## src/rtl/sha_pad.sv

```systemverilog
// sha_pad: byte stream to 64-byte SHA-256 blocks with 0x80/zero/length padding and Enable/Function handshake.
// Optional SHA_PAD_BYPASS_EN adds Pad_Bypass: message is zero-filled to a block boundary without padding.
module sha_pad #(
    parameter int NB_BYTES  = 64,
    parameter int LEN_BYTES = 8,
    parameter int CNT_W     = 64
) (
    input  logic                     clk,
    input  logic                     rst,
    input  logic [7:0]               In_Data,
    input  logic                     In_Valid,
    input  logic                     In_Last,
    output logic                     In_Ready,
    output logic [NB_BYTES-1:0][7:0] Data_Block,
    output logic                     Enable,
    output logic                     Function,
`ifdef SHA_PAD_BYPASS_EN
    input  logic                     Pad_Bypass,
`endif
    input  logic                     Core_Ready
);
    localparam int AW = $clog2(NB_BYTES);
    localparam int IW = AW + 1;
    localparam logic [IW-1:0] LAST   = IW'(NB_BYTES - 1);
    localparam logic [IW-1:0] LEN_AT = IW'(NB_BYTES - LEN_BYTES);
    localparam logic [IW-1:0] FULL   = IW'(NB_BYTES);

    typedef enum logic [2:0] {IDLE, FILL, PAD, ZERO, LEN, ISSUE, WAIT} state_t;

    state_t            state;
    logic [IW-1:0]     idx;
    logic [CNT_W-1:0]  bitcnt;
    logic              first, pad_pending, len_owed, final_blk, to_len;
    logic              accept, raw_last;
    logic [IW-1:0]     idx_n, ztgt, rem;
    logic [7:0]        len_byte;

    assign In_Ready = rst && (state == IDLE || state == FILL);
    assign accept   = In_Valid && In_Ready;
    assign idx_n    = idx + 1'b1;
    assign ztgt     = to_len ? LEN_AT : FULL;
    assign rem      = LAST - idx;
    assign len_byte = 8'(bitcnt >> {rem, 3'b000});

`ifdef SHA_PAD_BYPASS_EN
    logic byp;
    assign raw_last = In_Last && (state == IDLE ? Pad_Bypass : byp);
    always_ff @(posedge clk or negedge rst)
        if (!rst) byp <= 1'b0;
        else if (state == IDLE && accept) byp <= Pad_Bypass;
`else
    assign raw_last = 1'b0;
`endif

    always_ff @(posedge clk or negedge rst) begin
        if (!rst) begin
            state       <= IDLE;
            idx         <= '0;
            bitcnt      <= '0;
            first       <= 1'b1;
            pad_pending <= 1'b0;
            len_owed    <= 1'b0;
            final_blk   <= 1'b0;
            to_len      <= 1'b0;
            Data_Block  <= '0;
            Enable      <= 1'b0;
            Function    <= 1'b0;
        end else begin
            Enable <= 1'b0;
            case (state)
                IDLE: if (accept) begin
                    Data_Block[0] <= In_Data;
                    idx         <= IW'(1);
                    bitcnt      <= CNT_W'(8);
                    first       <= 1'b1;
                    pad_pending <= 1'b0;
                    len_owed    <= 1'b0;
                    final_blk   <= raw_last;
                    to_len      <= 1'b0;
                    state       <= !In_Last ? FILL : raw_last ? ZERO : PAD;
                end
                FILL: if (accept) begin
                    Data_Block[idx[AW-1:0]] <= In_Data;
                    idx    <= idx_n;
                    bitcnt <= bitcnt + CNT_W'(8);
                    if (idx == LAST) begin
                        pad_pending <= In_Last && !raw_last;
                        final_blk   <= raw_last;
                        state       <= ISSUE;
                    end else if (In_Last) begin
                        final_blk <= raw_last;
                        to_len    <= 1'b0;
                        state     <= raw_last ? ZERO : PAD;
                    end
                end
                PAD: begin
                    Data_Block[idx[AW-1:0]] <= 8'h80;
                    idx <= idx_n;
                    if (idx_n <= LEN_AT) begin
                        to_len <= 1'b1;
                        state  <= idx_n == LEN_AT ? LEN : ZERO;
                    end else begin
                        // no room for the length field: it goes into an extra block
                        to_len   <= 1'b0;
                        len_owed <= 1'b1;
                        state    <= idx_n == FULL ? ISSUE : ZERO;
                    end
                end
                ZERO: begin
                    Data_Block[idx[AW-1:0]] <= 8'h00;
                    idx <= idx_n;
                    if (idx_n == ztgt) state <= to_len ? LEN : ISSUE;
                end
                LEN: begin
                    Data_Block[idx[AW-1:0]] <= len_byte;
                    idx <= idx_n;
                    if (idx == LAST) begin
                        final_blk <= 1'b1;
                        state     <= ISSUE;
                    end
                end
                ISSUE: begin
                    Enable   <= 1'b1;
                    Function <= !first;
                    first    <= 1'b0;
                    state    <= WAIT;
                end
                WAIT: if (Core_Ready) begin
                    idx <= '0;
                    if (pad_pending) begin
                        pad_pending <= 1'b0;
                        state       <= PAD;
                    end else if (len_owed) begin
                        len_owed <= 1'b0;
                        to_len   <= 1'b1;
                        state    <= ZERO;
                    end else state <= final_blk ? IDLE : FILL;
                end
                default: state <= IDLE;
            endcase
        end
    end
endmodule

```

## config.mk

```make
export PLATFORM = sky130hd
export DESIGN_NAME = sha_pad
export DESIGN_NICKNAME = d
export VERILOG_FILES = /design/src/rtl/sha_pad.sv
export SDC_FILE = /design/constraint.sdc
export NUM_CORES = 1
export LEC_CHECK = 0
export ABC_AREA = 1
export CAP_MARGIN = 10
export CORE_MARGIN = 4
export CORE_UTILIZATION = 55
export DETAILED_ROUTE_END_ITERATION = 8
export DONT_BUFFER_PORTS = 1
export PLACE_DENSITY_LB_ADDON = 0.1
export SLEW_MARGIN = 20
export SYNTH_ARGS = -nofsm -noshare
export SYNTH_HDL_FRONTEND = slang
export SYNTH_SLANG_ARGS = --single-unit
```

## constraint.sdc

```tcl
create_clock -name clk -period 2.6 [get_ports clk]
set_input_delay 0.65 -clock clk [delete_from_list [all_inputs] [get_ports clk]]
set_output_delay 0.65 -clock clk [all_outputs]
set_load 0.05 [all_outputs]
```

Word-level counts from Yosys, hierarchy flattened

Index checks and enable logic that the tools add are counted.
Widths: inputs -> output; s select.

Add/sub/neg operators: 3
$mul: 0
Divide/modulo/power cells: 0
Order comparisons: 3
Eq/ne operators: 22
Shift-type cells: 1
Multiplexer cells: 56
Bitwise operators: 5
Reductions and logical operators: 26

Operators with widths:

| kind                  | number |
|---|---|
| $pmux 504 s4          | 1 |
| $bwmux 512            | 2 |
| $and 512x512->512     | 1 |
| $mux 512              | 1 |
| $not 512->512         | 1 |
| $and 448x448->448     | 1 |
| $not 448->448         | 1 |
| $mux 64               | 2 |
| $pmux 64 s2           | 1 |
| $add 64x4->64 const B | 1 |
| $or 64x64->64         | 1 |
| $shr 64x10->8         | 1 |
| $demux 8 s6           | 1 |
| $pmux 8 s5            | 1 |
| $mux 3                | 10 |
| $mux 7                | 4 |
| $pmux 7 s4            | 1 |
| $mux 1                | 21 |
| $pmux 3 s7            | 1 |
| $ne 2x2->1 const B    | 10 |
| $mux 8                | 2 |
| $reduce_and 5->1      | 3 |
| $eq 7x6->1 const B    | 2 |
| $reduce_bool 4->1     | 3 |
| other kinds (29)      | 43 |

Register bits: 593
Latch bits: 0
Memory bits (writable): 0
Memory bits (read-only): 0
Bits of input ports: 13
Output and inout bits: 515
Word-level logic and storage cells: 190
Memories: 0

Logic depth before layout (Yosys ltp)

Gate-level depths: netlist of the first run.

Depth after elaboration: 7
Mapped depth: 14

Worst setup path before layout of the first run

OpenSTA, ideal clock, no wires.

Path type: input to output
Start: input port rst
End: output port In_Ready
Arrival: 1.328 ns
Required time: 1.950 ns
Path slack: 0.622 ns
Stages: 2
Path through: inv_1 nor2_1

Word-level cells in the longest chain between the ends: 1

Ends and longest elaborated chain:

| what              | line | text |
|---|---|---|
| start, declared   | 9    | `input logic rst,` |
| $logic_and 1x1->1 | 38   | `assign In_Ready = rst && (state == IDLE \|\| state == FILL);` |
| end, declared     | 13   | `output logic In_Ready,` |

No other way between the ends.

Worst setup path in the final report of the first run

Start: input port rst
End: register state[2]

Word-level cells in the longest chain between the ends: 4
Elaborated cells on any way between the ends: 5
Those cells by class: 2 x eq/ne; 3 x reduce/logical

Ends and longest elaborated chain:

| what                         | line | text |
|---|---|---|
| $logic_and 1x1->1 *          | 38   |  |
| $logic_and 1x1->1 *          | 39   | `assign accept = In_Valid && In_Ready;` |
| $ne 2x2->1 (no line)         | --   |  |
| $reduce_and 6->1 (no line) * | --   |  |
| end signal, assigned         | 80   | `state <= !In_Last ? FILL : raw_last ? ZERO : PAD;` |
| end signal, assigned         | 93   | `state <= raw_last ? ZERO : PAD;` |
| end signal, assigned         | 101  | `state <= idx_n == LEN_AT ? LEN : ZERO;` |
| end, declared                | 30   | `state_t state;` |

Every way passes the cells marked *; elsewhere a longest branch is shown, timed or not.
A chain may end at the register's enable or synchronous reset.

==> key figures, run 1 <==
Status
  • Status: finished, violations left
  • Failing checks: negative hold slack, max-slew violations, negative setup slack

STA
  • Final Setup Violations: 589
  • Skew final: roughly 0.015 ns
  • Relative slew slack: -97.8%
  • Slew Viols, Final: 444
  • Fin crit period: approximately 3.7 ns
  • Fin crit share: 143%
  • Worst setup margin: -1.12 ns
  • WHS: -0.278 ns
  • RSZ-0062 raised after global routing: yes
  • Final Hold Viols: 94
  • Worst slew pin tran: 2.97 ns
  • Max Fclk: between 200 and 300 MHz

Yosys
  • Post-Syn Instances: roughly 3.0k
  • Predominant post-synthesis flop cell: dfrtp_1
  • Area leader, netlist: dfrtp_1
  • Syn avg cell area: a little under 9 um2
  • Area contributors post-synth: dfrtp_1 (56%), nand2_1 (8.8%), nor2_1 (5.7%), o21ai_0 (5.6%), a21oi_1 (4.7%)
  • Post-synth EDFFs: 0
  • Yosys reg bits: 590
  • Share of the synthesized area in the top cell type: a little under three fifths
  • Mapped cell area: 0.0265 mm2
  • Synth cell count leaders: nand2_1 (622), dfrtp_1 (589), nor2_1 (402), o21ai_0 (295), a21oi_1 (248)
  • Syn nets: slightly above 3k
  • Synth warnings: 0
  • Top-count cell post-synth: nand2_1
  • Post-synth ARST share: 100%
  • Unique cell type count in the Yosys netlist: 49
  • Sequential fraction of the synthesis area: between 50% and 60%

Floorplanning
  • Std-Cell Rows: 80
  • Initial core utilization: a little under three fifths
  • Core ar.: ~0.048 mm2
  • DIE WIDTH: 227 um
  • Die Area: 0.0517 mm2
  • # IOs: approximately 530
  • Die Y-Extent: 227 um

Min path
  • Hold Crit Class: in -> async

Final layout
  • Nets: 3053
  • Final Core Density: about three fifths
  • Antenna cell count: 0
  • Non-Filler Instances: approximately 3.7k
  • Fill cells: a little over 4k
  • Fraction of layout cells with a size suffix above 1: roughly 9.7%
  • Design area: 0.0295 mm2
  • Area grow syn2layout: 11.6%

Clock tree
  • Worst-path clk slew: approximately 0.06 ns
  • H-tree depth: 2
  • Clk buf depth: 3
  • Postcts setup bufs: 0
  • Skew-Pair Late Insertion Delay: between 0.6 and 0.7 ns
  • CTS tree: done
  • Cts bufs inserted: 58
  • Clock sinks: slightly below 600
  • Root buffer cell: clkbuf_16

Setup path
  • CP endpoint kind: register
  • CP required: 3.17 ns
  • Crit path kind: in -> reg
  • Crit path DAT: 4.29 ns
  • Critical Path Start Type: primary input
  • CP Max Fanout: between 500 and 600

Global routing
  • Total Routing Usage GR: 33.9%
  • Antenna violations before repair: 0
  • Remaining global-route overflow: 0
  • Number of global-route vias before repair: 21.1k
  • Pin count of the biggest net entering global routing: a little under 600
  • First-pass GRT wire length: between 100000 and 150000 um

Drt
  • Metal3 WL: about 9100 um
  • Via Count: approximately 22k
  • DR iter-0 viols: a little over 2k
  • Avg WL per Cell: 24.3 um
  • ANT nets after route: 0
  • Met2 WL: about 43000 um
  • WL final: around 90000 um
  • Vias per std cell: between 5 and 6
  • Met1 Wirelength: 34500 um
  • Top layer in use: met4
  • Total iterations of the first detailed-routing run: 5
  • DRC Markers: 0

Placed design
  • GPL Wtd Cong: approximately 0.96
  • DP Wirelength: ~65000 um
  • Port Buffer Count: 0
  • Cells after DPL: between 3k and 4k
  • Placed Area: ~0.027 mm2

Job
  • Max Cap Viol: 0

Power
  • VDD IR-drop max: a little under 0.0005 V
  • Cell leakage power: ~14 nW
  • PD cells: roughly 610 mW/mm2
  • Tot Pwr: around 0.018 W
cells in the final DEF (no fill, tap or decap), types with 8 or more instances in the layout:
cell and count:
o21a_1 21, nand2_2 16, nand2_1 620, nor3_1 41, dfrtp_1 589, clkbuf_16 60, o22ai_1 8, o21ai_1 14
mux2i_1 68, inv_2 13, o211ai_1 32, nand3_2 9, nand4_1 65, a21oi_1 248, a31oi_1 33, nor2_4 15
buf_4 96, o21ai_0 294, nand3_1 88, clkbuf_8 19, nor2_1 402, inv_1 229, buf_12 13, nor2_8 9
critical path, cell delays in order:
cell	delay, ns
nand3_2	0.77
buf_4	0.30
buf_4	0.29
nand2_1	0.19
nand3_1	0.19
a21oi_2	0.08
or2_2	0.29
nand2_1	0.06
report_power, final:
group          total (W)  leakage (nW)  internal (W)  switching, W
Clock            0.00886         0.996       0.00516       0.00370
Sequential       0.00918          7.96       0.00918             0
Combinational  0.0000154          5.11    0.00000199     0.0000134
sequential cells by signal, indices dropped and copies added (netlist names):
name and flops:
Enable 1, state 3, idx 7, final_blk 1
Function 1, first 1, bitcnt 61, Data_Block 512
pad_pending 1, len_owed 1, to_len 1
stage by stage:
| stage | TNS [ns] | worst slack (ns) | hold WS, ns |
|---|---|---|---|
| 3_3_place_gp | 0 | 0.193 | 0.368 |
| 2_1_floorplan | 0 | 0.622 | 0.354 |
| 3_5_place_dp | 0 | 0.100 | 0.370 |
| 6_report | -505.70 | -1.12 | -0.278 |
| 4_1_cts | 0 | 0.130 | -0.304 |
| 5_1_grt | -0.00198 | -0.00198 | -0.303 |
metal layers:
metal,GRT usage [%],vias to the layer above
li1,-,9970
met1,44.0,10482
met2,55.0,1027
met3,9.72,188
met4,12.1,0
met5,0,-
final timing paths:
check	depth (start not counted)	endpoint	slack (ns)	start
min reg2reg	2	first	0.48	first
max reg2reg	11	bitcnt[38]	0.08	state[1]
max in group asynchronous	0	bitcnt[63]	0.55	rst
min	0	bitcnt[35]	-0.28	rst
max	8	state[2]	-1.12	rst
min in group clk	1	pad_pending	0.19	In_Last
final cells by class:
| cell class | instances | area, um2 | share of cell area [%] |
|---|---|---|---|
| well taps | 615 | 769 | 2.61 |
| flip-flops and latches | 590 | 14800 | 50.0 |
| inverters | 244 | 918 | 3.11 |
| clock buffers | 85 | 1790 | 6.05 |
| multi-input cells | 2033 | 10000 | 33.9 |
| clock inverters | 20 | 254 | 0.861 |
| repair buffers | 111 | 1000 | 3.40 |
cells by family after synthesis:
| kind of cell | Yosys count | synth area share (%) |
|---|---|---|
| muxes | 68 | 2.57 |
| AOI/OAI and AO/OA | 677 | 13.8 |
| buffers and inverters | 391 | 6.44 |
| xor gates and xnor gates | 1 | 0.0331 |
| adders and majority gates | 2 | 0.0946 |
| and+or+nand+nor | 1285 | 21.2 |
| DFF | 590 | 55.8 |
repair_timing:
action | CTS | global route
resized for setup | 0 | 6
endpoints found under the setup margin | 0 | 16
endpoints found under the hold margin | 590 | 589
No activity file was read; power rests on OpenSTA's default activity.
==> run 2: changes to the inputs <==
--- a/config.mk
+++ b/config.mk
@@ -12,6 +12,7 @@
 export DETAILED_ROUTE_END_ITERATION = 8
 export DONT_BUFFER_PORTS = 1
 export PLACE_DENSITY_LB_ADDON = 0.1
+export RECOVER_POWER = 100
 export SLEW_MARGIN = 20
 export SYNTH_ARGS = -nofsm -noshare
 export SYNTH_HDL_FRONTEND = slang
==> run 2 against run 1 <==
Compared with the run above:
- the flow still finishes with violations (negative hold slack, max-slew violations, negative setup slack)
- global-route usage is the same
- clock skew increased by 0.0018 ns
- count of clock-buffer cells in the layout is the same
- utilization decreased by 0.11 points
- setup slack worse by 0.18 ns
- final cell count did not move
- wire length down 0.19%
- largest power group unchanged
==> key figures, run 2 (synthesis results as in run 1) <==
Final layout
  • Regs by FF count: Data_Block (512), bitcnt (61), idx (7) (unchanged)
  • Commonest non-fill, non-tap cells in the layout: nand2_1 (620), dfrtp_1 (589), nor2_1 (402) (unchanged)
  • Fraction of layout cells with a size suffix above 1: 9.50% (was 9.67%)
  • Final Core Density: 61.8% (was 61.9%)
  • Area grow syn2layout: 11.4% (was 11.6%)
  • Antenna cell count: 0 (unchanged)
  • Fill cells: 4157 (was 4146)
  • Biggest register: Data_Block (unchanged)
  • Max FFs per register: 512 (unchanged)
  • Commonest non-fill, non-tap cell in the layout: nand2_1 (unchanged)
  • Nets: 3053 (unchanged)

Setup path
  • Critical Path Start Type: primary input (unchanged)
  • CP Max Fanout: 592 (unchanged)
  • Crit path DAT: 4.44 ns (was 4.29 ns)
  • CP required: 3.15 ns (was 3.17 ns)
  • CP endpoint kind: register (unchanged)
  • Crit path kind: in -> reg (unchanged)

Clock tree
  • Root buffer cell: clkbuf_16 (unchanged)
  • Clock sinks: 590 (unchanged)
  • Postcts setup bufs: 0 (unchanged)
  • Worst-path clk slew: 0.07 ns (was 0.06 ns)
  • H-tree depth: 2 (unchanged)
  • CTS tree: done (unchanged)
  • Clk buf depth: 3 (unchanged)
  • Cts bufs inserted: 58 (unchanged)
  • Skew-Pair Late Insertion Delay: 0.63 ns (about the same)

Floorplanning
  • Die Area: 0.0517 mm2 (unchanged)
  • # IOs: 528 (unchanged)
  • Core ar.: 0.0476 mm2 (unchanged)
  • Die Y-Extent: 227 um (unchanged)
  • DIE WIDTH: 227 um (unchanged)
  • Initial core utilization: 55.5% (unchanged)
  • Std-Cell Rows: 80 (unchanged)

Power
  • PD cells: 613 mW/mm2 (was 612 mW/mm2)
  • Cell leakage power: 14.0 nW (was 14.1 nW)
  • VDD IR-drop max: 0.000494 V (was 0.000493 V)

Global routing
  • Number of global-route vias before repair: 21.1k (unchanged)
  • Remaining global-route overflow: 0 (unchanged)
  • Antenna violations before repair: 0 (unchanged)
  • Total Routing Usage GR: 33.9% (unchanged)
  • Pin count of the biggest net entering global routing: 593 (unchanged)
  • First-pass GRT wire length: 134000 um (unchanged)

Drt
  • DR iter-0 viols: 2040 (was 2039)
  • DRC Markers: 0 (unchanged)
  • Avg WL per Cell: 24.2 um (was 24.3 um)
  • WL final: 89600 um (was 89800 um)
  • Vias per std cell: 5.88 (was 5.86)
  • Via Count: 21.7k (about the same)
  • ANT nets after route: 0 (unchanged)
  • Total iterations of the first detailed-routing run: 8 (was 5)

Placed design
  • GPL Wtd Cong: 0.961 (unchanged)
  • Post-place setup slack: 0.100 ns (unchanged)
  • DP Wirelength: 65200 um (unchanged)
  • Port Buffer Count: 0 (unchanged)

Job
  • Max Cap Viol: 0 (unchanged)

STA
  • Relative slew slack: -101% (was -97.8%)
  • Worst setup margin: -1.29 ns (was -1.12 ns)
  • Worst slew pin tran: 3.01 ns (was 2.97 ns)
  • Max Fclk: 257 MHz (was 269 MHz)
  • Skew final: 0.0168 ns (was 0.0149 ns)
  • Slew Viols, Final: 488 (was 444)
  • Final Setup Violations: 589 (unchanged)
  • Fin crit period: 3.89 ns (was 3.72 ns)
  • Fin crit share: 150% (was 143%)
  • RSZ-0062 raised after global routing: yes (unchanged)
  • Final Hold Viols: 92 (was 94)
  • WHS: -0.276 ns (was -0.278 ns)

Status
  • Status: finished, violations left (unchanged)
  • Failing checks: negative hold slack, max-slew violations, negative setup slack (unchanged)

Min path
  • Hold Crit Class: in -> async (unchanged)
==> run 2: changes by cell type in the layout (fill, tap and decap cells not counted) <==
cell | previous run | this run
buf_12 | 13 | 11
o21ai_2 | 5 | 4
nor2_2 | 6 | 7
o21ai_1 | 14 | 15
clkbuf_1 | 6 | 10
nor2_4 | 15 | 14
clkbuf_2 | 0 | 1
buf_4 | 96 | 92
clkbuf_4 | 0 | 1
==> run 2: area by class of cell <==
class                           instances  area [um2]  area share (%)
Clock inverter                         20         254           0.862
Inverter                              244         918            3.12
Tap cell                              615         769            2.61
Clock buffer                           85        1790            6.06
Timing Repair Buffer                  111         961            3.26
Sequential cell                       590       14800            50.1
Multi-Input combinational cell       2033       10000            34.0
==> run 2: stage by stage <==
step	cell area, um2	hold slack, ns	instances	power [W]	setup TNS [ns]
global placement	27500	0.368	3593	0.00936	0
detailed placement	27500	0.370	3593	0.00936	0
finish	29500	-0.276	3698	0.0181	-446.03
floorplan	26500	0.354	3014	0.00936	0
global route	29500	-0.303	3698	0.0185	-0.00198
CTS	29500	-0.304	3698	0.0181	0
==> run 2: worst paths after layout <==
path                               start              end  slack (ns)  cells after the start
worst max-delay path                 rst       bitcnt[17]       -1.29                      8
worst min-delay path                 rst       bitcnt[35]       -0.28                      0
worst max register to register  state[1]       bitcnt[38]        0.05                     12
worst min register to register     first            first        0.48                      2
max in group asynchronous            rst  Data_Block[321]        0.52                      0
min in group clk                 In_Last      pad_pending        0.18                      1
==> run 2: worst max-delay path, stage by stage <==
cell	delay (ns)
nand3_2	0.74
buf_4	0.30
buf_4	0.28
nor2_1	0.08
inv_1	0.10
clkbuf_2	0.50
o21ai_0	0.23
a21oi_1	0.18
==> run 2: where the power goes <==
group	total [W]	leakage, nW	internal (W)	switching (W)
clock network	0.00886	0.996	0.00516	0.00370
logic	0.0000153	5.08	0.00000197	0.0000134
registers	0.00918	7.96	0.00918	0
==> run 2: what timing repair did <==
| item | 4_1_cts | 5_1_grt |
|---|---|---|
| gates resized for setup | 0 | 6 |
| endpoints found under the hold margin | 590 | 589 |
| endpoints found under the setup margin | 0 | 16 |
==> run 2: layer usage <==
layer / GRT usage, % / part of all wire [%] / wire length, um / vias to the layer above
met2: 55.0 / 48 / 42600 / 1035
met3: 9.72 / 10 / 9040 / 181
met5: 0 / 0 / 0 / -
met4: 12.1 / 4.0 / 3570 / 0
li1: - / - / - / 9967
met1: 44.0 / 38 / 34400 / 10550
